`src/rtl/fifo_wr_sched_if.sv`:
```
// Bundle between the FIFO write scheduler, its requesters and the FIFO write port.
// The scheduler connects through the slave modport.
interface fifo_wr_sched_if #(
  parameter int DATA_WIDTH = 8,
  parameter int NUM_REQ    = 2
);
  localparam int IDW = $clog2(NUM_REQ);

  logic [NUM_REQ-1:0]              REQ_VALID;
  logic [NUM_REQ*2*DATA_WIDTH-1:0] REQ_DATA;
  logic [NUM_REQ-1:0]              REQ_TWO_BYTE;
  logic [NUM_REQ-1:0]              REQ_ACK;
  logic                            FIFO_FULL;
  logic                            FIFO_W_INC;
  logic [DATA_WIDTH-1:0]           FIFO_WR_DATA;
  logic [IDW-1:0]                  GRANT_ID;
  logic                            BUSY;

  modport master (
    output REQ_VALID, REQ_DATA, REQ_TWO_BYTE, FIFO_FULL,
    input  REQ_ACK, FIFO_W_INC, FIFO_WR_DATA, GRANT_ID, BUSY
  );

  modport slave (
    input  REQ_VALID, REQ_DATA, REQ_TWO_BYTE, FIFO_FULL,
    output REQ_ACK, FIFO_W_INC, FIFO_WR_DATA, GRANT_ID, BUSY
  );
endinterface

```
`src/rtl/fifo_wr_sched.sv`:
```
// Round-robin write scheduler for the async FIFO write port (W_CLK domain).
// Each granted 1- or 2-byte frame is written as one uninterrupted burst that honours FIFO_FULL.
module fifo_wr_sched #(
  parameter int DATA_WIDTH = 8,
  parameter int NUM_REQ    = 2
) (
  input  logic             W_CLK,
  input  logic             W_RST,
  fifo_wr_sched_if.slave   bus
);
  localparam int IDW = $clog2(NUM_REQ);
  localparam int FW  = 2 * DATA_WIDTH;
  localparam logic [NUM_REQ-1:0] ACK_ONE = {{(NUM_REQ-1){1'b0}}, 1'b1};

  typedef enum logic [1:0] {
    IDLE    = 2'd0,
    SEND_LO = 2'd1,
    SEND_HI = 2'd2
  } state_t;

  state_t           state_r;
  state_t           state_s;
  logic [IDW-1:0]   ptr_r;
  logic [IDW-1:0]   grant_r;
  logic [FW-1:0]    frame_r;
  logic             two_r;
  logic [IDW-1:0]   win_s;
  logic             found_s;
  logic             grant_s;
  logic [NUM_REQ-1:0] ack_s;
  logic             inc_s;
  logic [DATA_WIDTH-1:0] wr_data_s;

  // Round-robin pick: scan from farthest to nearest so the nearest set bit after ptr_r wins.
  always_comb begin
    logic [IDW-1:0] idx;
    win_s   = '0;
    found_s = 1'b0;
    idx     = '0;
    for (int k = NUM_REQ; k >= 1; k--) begin
      idx     = IDW'((int'(ptr_r) + k) % NUM_REQ);
      found_s = found_s | bus.REQ_VALID[idx];
      win_s   = bus.REQ_VALID[idx] ? idx : win_s;
    end
  end

  // Next state, grant pulse and write strobe; ACK is held off while W_RST is asserted.
  always_comb begin
    state_s = state_r;
    grant_s = 1'b0;
    ack_s   = '0;
    inc_s   = 1'b0;
    case (state_r)
      IDLE: begin
        if (found_s && W_RST) begin
          grant_s = 1'b1;
          ack_s   = ACK_ONE << win_s;
          state_s = SEND_LO;
        end else begin
          state_s = IDLE;
        end
      end
      SEND_LO: begin
        inc_s = ~bus.FIFO_FULL;
        if (!bus.FIFO_FULL) begin
          state_s = two_r ? SEND_HI : IDLE;
        end else begin
          state_s = SEND_LO;
        end
      end
      SEND_HI: begin
        inc_s = ~bus.FIFO_FULL;
        if (!bus.FIFO_FULL) begin
          state_s = IDLE;
        end else begin
          state_s = SEND_HI;
        end
      end
      default: begin
        state_s = IDLE;
      end
    endcase
  end

  // Byte select straight from the frame register so the data path never touches the strobe.
  always_comb begin
    case (state_r)
      SEND_HI: wr_data_s = frame_r[FW-1:DATA_WIDTH];
      default: wr_data_s = frame_r[DATA_WIDTH-1:0];
    endcase
  end

  // State, round-robin pointer and latched frame.
  always_ff @(posedge W_CLK or negedge W_RST) begin
    if (!W_RST) begin
      state_r <= IDLE;
      ptr_r   <= IDW'(NUM_REQ - 1);
      grant_r <= '0;
      frame_r <= '0;
      two_r   <= 1'b0;
    end else begin
      state_r <= state_s;
      if (grant_s) begin
        ptr_r   <= win_s;
        grant_r <= win_s;
        frame_r <= bus.REQ_DATA[int'(win_s)*FW +: FW];
        two_r   <= bus.REQ_TWO_BYTE[win_s];
      end
    end
  end

  assign bus.REQ_ACK      = ack_s;
  assign bus.FIFO_W_INC   = inc_s;
  assign bus.FIFO_WR_DATA = wr_data_s;
  assign bus.GRANT_ID     = grant_r;
  assign bus.BUSY         = (state_r != IDLE);
endmodule

```
`src/flat_wrapper.sv`:
```
// flat-port wrapper written by rule: the top's interface ports become plain ports
module fifo_wr_sched_flat 
#(
  parameter int DATA_WIDTH = 8,
  parameter int NUM_REQ    = 2
)
  (W_CLK, W_RST, bus_REQ_VALID, bus_REQ_DATA, bus_REQ_TWO_BYTE, bus_FIFO_FULL, bus_REQ_ACK, bus_FIFO_W_INC, bus_FIFO_WR_DATA, bus_GRANT_ID, bus_BUSY);
  fifo_wr_sched_if #(.DATA_WIDTH(DATA_WIDTH), .NUM_REQ(NUM_REQ)) bus_i ();
  input  logic W_CLK;
  input  logic W_RST;
  input wire logic [$bits(bus_i.REQ_VALID)-1:0] bus_REQ_VALID;
  input wire logic [$bits(bus_i.REQ_DATA)-1:0] bus_REQ_DATA;
  input wire logic [$bits(bus_i.REQ_TWO_BYTE)-1:0] bus_REQ_TWO_BYTE;
  input wire logic [$bits(bus_i.FIFO_FULL)-1:0] bus_FIFO_FULL;
  output wire logic [$bits(bus_i.REQ_ACK)-1:0] bus_REQ_ACK;
  output wire logic [$bits(bus_i.FIFO_W_INC)-1:0] bus_FIFO_W_INC;
  output wire logic [$bits(bus_i.FIFO_WR_DATA)-1:0] bus_FIFO_WR_DATA;
  output wire logic [$bits(bus_i.GRANT_ID)-1:0] bus_GRANT_ID;
  output wire logic [$bits(bus_i.BUSY)-1:0] bus_BUSY;
  assign bus_i.REQ_VALID = bus_REQ_VALID;
  assign bus_i.REQ_DATA = bus_REQ_DATA;
  assign bus_i.REQ_TWO_BYTE = bus_REQ_TWO_BYTE;
  assign bus_i.FIFO_FULL = bus_FIFO_FULL;
  assign bus_REQ_ACK = bus_i.REQ_ACK;
  assign bus_FIFO_W_INC = bus_i.FIFO_W_INC;
  assign bus_FIFO_WR_DATA = bus_i.FIFO_WR_DATA;
  assign bus_GRANT_ID = bus_i.GRANT_ID;
  assign bus_BUSY = bus_i.BUSY;
  fifo_wr_sched #(.DATA_WIDTH(DATA_WIDTH), .NUM_REQ(NUM_REQ)) u_core (.W_CLK(W_CLK), .W_RST(W_RST), .bus(bus_i));
endmodule
```
`config.mk`:
```
export PLATFORM = sky130hd
export DESIGN_NAME = fifo_wr_sched_flat
export DESIGN_NICKNAME = d
export VERILOG_FILES = /design/src/rtl/fifo_wr_sched_if.sv /design/src/rtl/fifo_wr_sched.sv /design/src/flat_wrapper.sv
export SDC_FILE = /design/constraint.sdc
export NUM_CORES = 1
export LEC_CHECK = 0
export ABC_AREA = 1
export CORE_UTILIZATION = 43
export DETAILED_ROUTE_END_ITERATION = 6
export PLACE_DENSITY = 0.79
export SYNTH_ARGS = -nofsm -noshare
export SYNTH_HDL_FRONTEND = slang
export SYNTH_SLANG_ARGS = --single-unit
```
`constraint.sdc`:
```
create_clock -name W_CLK -period 1.48 [get_ports W_CLK]
set_input_delay 0.296 -clock W_CLK [delete_from_list [all_inputs] [get_ports W_CLK]]
set_output_delay 0.296 -clock W_CLK [all_outputs]
set_load 0.1 [all_outputs]
```
Word-level counts from Yosys, hierarchy flattened --
Index checks and enable logic that the tools add are counted.
Cells by class: add/subtract/negate cells 2, $lt $le $gt $ge 3, equality and inequality tests 2, shifts and indexed selects 2, muxes and demuxes 19, bitwise gates (word level) 2, reductions and logical operators 4
Operator list (count):
- indexed part select 32 x 6 -> 16 bit | 1
- 2-to-1 mux 1 bit | 12
- 2-to-1 mux 2 bit | 5
- 2-to-1 mux 8 bit | 1
- < comparator 1 x 2 -> 1 bit (second input constant) | 3
- one-hot mux 2 bit (3 select lines) | 1
- adder 1 bit (second input constant) | 2
- equality test 2 x 1 -> 1 bit (second input constant) | 1
- equality test 2 bit (second input constant) | 1
- zero test 2 bit | 1
- nonzero test 2 bit | 1
- OR reduction 2 bit | 1
- left shift 1 x 1 -> 2 bit (first input constant) | 1
- logical AND 1 bit | 1
- inverter 1 bit | 1
- bitwise OR 1 bit | 1
Storage, ports and cells: flip-flop bits (word level) 21, input port bits 39

Logic depth before layout (Yosys ltp) --
depth after elaboration 8, gate-level depth with buffers 9, depth with buffers taken out 8

Worst setup path after synthesis --
Ideal clock, no wire load.
path type flip-flop to output port, start register u_core.state_r[0], end output bus_REQ_ACK[0], arrival time 2225 ps, required time 1184 ps, setup slack -1041 ps, cell stages (with the launch flop) 8, path through dfrtp_1 > inv_1 > ha_1 > nand2_1 > inv_1 > o21ai_4 > buf_6 > nor2_1
Between the ends: cells in the longest elaborated chain, start to end 2
RTL lines:
- start, declared | line fifo_wr_sched.sv:21 | state_t state_r;
- start signal, assigned | line fifo_wr_sched.sv:102 | state_r <= state_s;
- zero test 2 bit | line fifo_wr_sched.sv:53 | case (state_r)
- 2-to-1 mux 2 bit | line fifo_wr_sched.sv:53
- end, declared | line flat_wrapper.sv:15 | output wire logic [$bits(bus_i.REQ_ACK)-1:0] bus_REQ_ACK;
No other way between the ends.

Final worst setup path --
start register u_core.state_r[0], end output bus_FIFO_WR_DATA[4]
Between the ends: cells in the longest elaborated chain, start to end 2
RTL lines:
- equality test 2 bit | line fifo_wr_sched.sv:87 | case (state_r)
- 2-to-1 mux 8 bit | line fifo_wr_sched.sv:87
- end, declared | line flat_wrapper.sv:17 | output wire logic [$bits(bus_i.FIFO_WR_DATA)-1:0] bus_FIFO_WR_DATA;
No other way between the ends.

==> impl_summary.txt <==
----------------------------------------------------
[Run status]
  Outcome ... finished with violations
  Violations in the final reports ... DRC, setup timing

[Setup path]
  Worst reg2reg endpoint ... u_core.frame_r[2]
  Reg2Reg Depth ... 10
  Source of the worst register-to-register timing path ... u_core.state_r[1]
  Cell repeated most along the worst path ... sky130_fd_sc_hd__buf_12
  Peak fanout along the critical path ... 5
  Element type at the critical path start ... flip-flop
  Critical-path cell with the highest stage delay ... sky130_fd_sc_hd__dfrtp_1
  Crit path capture ... bus_FIFO_WR_DATA[4]
  Required time of the critical path ... 1180 ps
  Maximum cell stage delay along the critical path ... approximately 410 ps
  Crit end category ... primary output
  CP arrival ... 1610 ps
  Ordered cell list for the critical path ... inv_2 -> ha_4 -> buf_12 -> mux2_4 -> buf_12
  Crit path from ... u_core.state_r[0]
  Crit Path Class ... reg2out
  R2r setup slk ... -50 ps

[Pwr]
  VDD IR max ... 2150 uV
  Power density over cell area ... 2210 mW/mm^2
  Leakage power ... ~1.2 nW

[Detailed routing]
  Antenna violation net count after detailed routing ... 0
  Total met2 wirelength after detailed routing ... 2290 microns
  Vias per std cell ... between 5 and 6
  Wire length per cell after detailed routing ... 15.8 microns
  Aggregate routed wire length ... about 4200 microns
  DRT iter0 DRCs ... 82
  Routed met3 length ... 248 microns
  Pre-Repair DR Iteration Count ... 6
  Uppermost layer routed ... met4
  Sum of routed wire segments on met1 ... 1610 microns
  Via count of the routed design ... 1415
  Remaining routing DRC violations ... 3

[Yosys]
  Top-count cell post-synth ... sky130_fd_sc_hd__nand2_1
  Cell type with the highest aggregate area in the netlist ... sky130_fd_sc_hd__dfrtp_1
  Cell Area, Synth ... between 0.001 and 0.0015 sq mm
  Synthesized Nets ... 210
  Synthesis-stage register bit count ... 21
  Warnings, synthesis ... 0
  Fraction of synthesized cell area taken by the top area cell type ... 37.7%
  Syn avg cell area ... 7.96 sq um
  Async SR Flop Fraction ... 100%
  Synth cell count leaders ... sky130_fd_sc_hd__nand2_1 (83), sky130_fd_sc_hd__dfrtp_1 (20), sky130_fd_sc_hd__nand3_1 (17)
  Part of the Yosys area used for sequential elements ... 39.6%
  Cells after Synth ... 167
  Top post-synthesis cells by area ... sky130_fd_sc_hd__dfrtp_1 (38%), sky130_fd_sc_hd__nand2_1 (23%), sky130_fd_sc_hd__mux2_2 (6.8%)
  Top_reg_cell synth ... sky130_fd_sc_hd__dfrtp_1
  Synth unique cells ... 19
  Number of flops mapped to enable cells by yosys ... 0

[STA]
  Crit path time final ... 1900 ps
  Final hold violation count ... 0
  Worst Slack Setup Final ... -425 ps
  FMAX ... 525 MHz
  Final setup violation count ... 22
  Number of slew-limit violations in the final report ... 0
  Slew Limit Headroom ... 80.9%
  Total Neg Setup Slack ... -4940 ps
  Unrepaired setup endpoints after global routing ... true
  Maximum clock skew at final layout ... about 11 ps
  Slew at the pin with the worst max-slew slack ... 286 ps
  Part of the cycle the worst path needs ... 129%

[Floorplan]
  Row cnt ... 19
  Area of the die ... 0.00332 sq mm
  Die H ... 57.6 microns
  Count of boundary I/O pins ... 52
  Die Span X ... about 58 microns
  Starting density of the core ... a little under half
  Core footprint ... around 0.0029 sq mm

[Run]
  # Max-Cap Violations ... 0

[Cells and area]
  Final non-filler cell total ... 268
  Area growth from synthesis to layout ... 80.1%
  Number of nets in the finished design ... 281
  Count of fill cells added during filler insertion ... between 150 and 200
  Number of inserted diodes ... 0
  Proportion of layout cells with a drive suffix above 1 ... 41.8%

[Min path]
  HP Class ... in2async

[Global routing]
  Initial antenna violation count ... 0
  Overall fraction of global-route tracks in use ... 24.1%
  Pin count of the biggest net entering global routing ... 22
  Via count of the first global-routing pass ... 1381
  Remaining global-route overflow ... 0
  First-pass GRT wire length ... 6060 microns

[Clocking]
  H-tree lvl count ... 1
  Root Buffer Master ... sky130_fd_sc_hd__clkbuf_4
  Clock tree from TritonCTS ... done
  Worst-skew pair later-pin latency ... between 300 and 400 ps
  Hold_buf cts ... 0
  Number of buffers on the longest clock path ... 2
  Clock-pin slew of the registers on the worst-case setup and hold paths ... 120 ps
  Clock Sinks ... 21
  Number of buffers created by CTS ... 3

[Placed design]
  Placed cells ... about 260
  Port Buffers ... 51
  HPWL after DPL ... 2740 microns
  Routability congestion estimate from global placement ... 0.756

----------------------------------------------------
==> cell usage in the layout (no fill, tap or decap) <==
cell and instances:
sky130_fd_sc_hd__nand2_1 56, sky130_fd_sc_hd__clkdlybuf4s50_1 38, sky130_fd_sc_hd__nand2_2 30, sky130_fd_sc_hd__dfrtp_1 20, sky130_fd_sc_hd__nand3_1 17, sky130_fd_sc_hd__buf_12 14, sky130_fd_sc_hd__buf_4 13, sky130_fd_sc_hd__mux2_4 8
sky130_fd_sc_hd__nand2_4 7, sky130_fd_sc_hd__buf_6 4, sky130_fd_sc_hd__inv_4 3, sky130_fd_sc_hd__nor2_4 3, sky130_fd_sc_hd__clkbuf_4 3, sky130_fd_sc_hd__buf_8 3, sky130_fd_sc_hd__inv_1 2, sky130_fd_sc_hd__inv_2 2
sky130_fd_sc_hd__ha_4 2, sky130_fd_sc_hd__ha_1 2, sky130_fd_sc_hd__nand3b_1 1, sky130_fd_sc_hd__a21oi_1 1, sky130_fd_sc_hd__o21ai_4 1, sky130_fd_sc_hd__a21oi_4 1, sky130_fd_sc_hd__nand2_8 1, sky130_fd_sc_hd__inv_8 1
sky130_fd_sc_hd__clkbuf_1 1, sky130_fd_sc_hd__clkbuf_16 1, sky130_fd_sc_hd__buf_16 1, sky130_fd_sc_hd__dfstp_2 1
==> worst min-delay path by stage <==
stage / to / slack (ps) / startpoint
after floorplan: u_core.bus.GRANT_ID / 0.4 / W_RST
after global placement: u_core.frame_r[5] / 460 / u_core.frame_r[5]
after detailed placement: u_core.frame_r[0] / 470 / u_core.frame_r[0]
after CTS: u_core.frame_r[11] / 460 / W_RST
after global routing: u_core.frame_r[10] / 450 / W_RST
final: u_core.frame_r[10] / 440 / W_RST
==> area by class of cell <==
class	instances	area (sq um)	area share (%)
clock buffers	4	26.3	1.10
inverters	8	45.0	1.88
multi-input cells	130	856	35.8
flip-flops and latches	21	527	22.0
well taps	31	38.8	1.62
repair buffers	74	901	37.6
==> state kept, by name, indices dropped and copies added (netlist names) <==
| signal | cells |
|---|---|
| u_core.bus.GRANT_ID | 1 |
| u_core.frame_r | 16 |
| u_core.ptr_r | 1 |
| u_core.state_r | 2 |
| u_core.two_r | 1 |
==> metal layers <==
metal / global-route usage (%) / vias up
met2: 45.8 / 62
met1: 27.3 / 682
met5: 0 / -
met3: 3.17 / 10
li1: - / 661
met4: 8.01 / 0
==> logic make-up (layout without fill, tap and decap cells) <==
family	Yosys count	in the layout	share of synthesized area [%]
and+or+nand+nor	115	115	37.9
buffers and inverters	16	86	9.98
AOI/OAI and AO/OA	3	3	1.98
muxes	8	8	6.78
DFF	21	21	39.6
adders and majority gates	4	4	3.77
==> worst max-delay path: cells and delay by family (launching register included) <==
family,cells,cell delay (ps)
buffers and inverters,3,380
muxes,1,320
adders and majority gates,1,170
DFF,1,410
==> through the flow <==
step | worst slack [ps] | utilization, % | instance area, sq um | power, mW | hold WS (ps)
floorplan | -240 | - | 1400 | 3.24 | 0.409
global placement | -165 | 73.6 | 2100 | 4.35 | 465
detailed placement | -182 | 73.6 | 2100 | 4.42 | 466
CTS | -421 | 78.1 | 2230 | 4.89 | 464
global route | -487 | 83.9 | 2390 | 5.50 | 454
finish | -425 | 83.9 | 2390 | 5.29 | 439
==> where the power goes <==
part           leakage, nW  internal [mW]  switching (mW)
Combinational        0.893           1.63            2.28
Clock               0.0150          0.106           0.187
Sequential           0.262          0.843           0.251
Total                 1.17           2.58            2.71
==> repair_timing <==
action,in CTS,in global routing
gates resized for setup,13,41
pin swaps,5,19
cloned,1,1
hold endpoints to repair,0,0
setup buffers,4,3
setup endpoints to repair,28,32
Power figures use the tool's default switching activity.
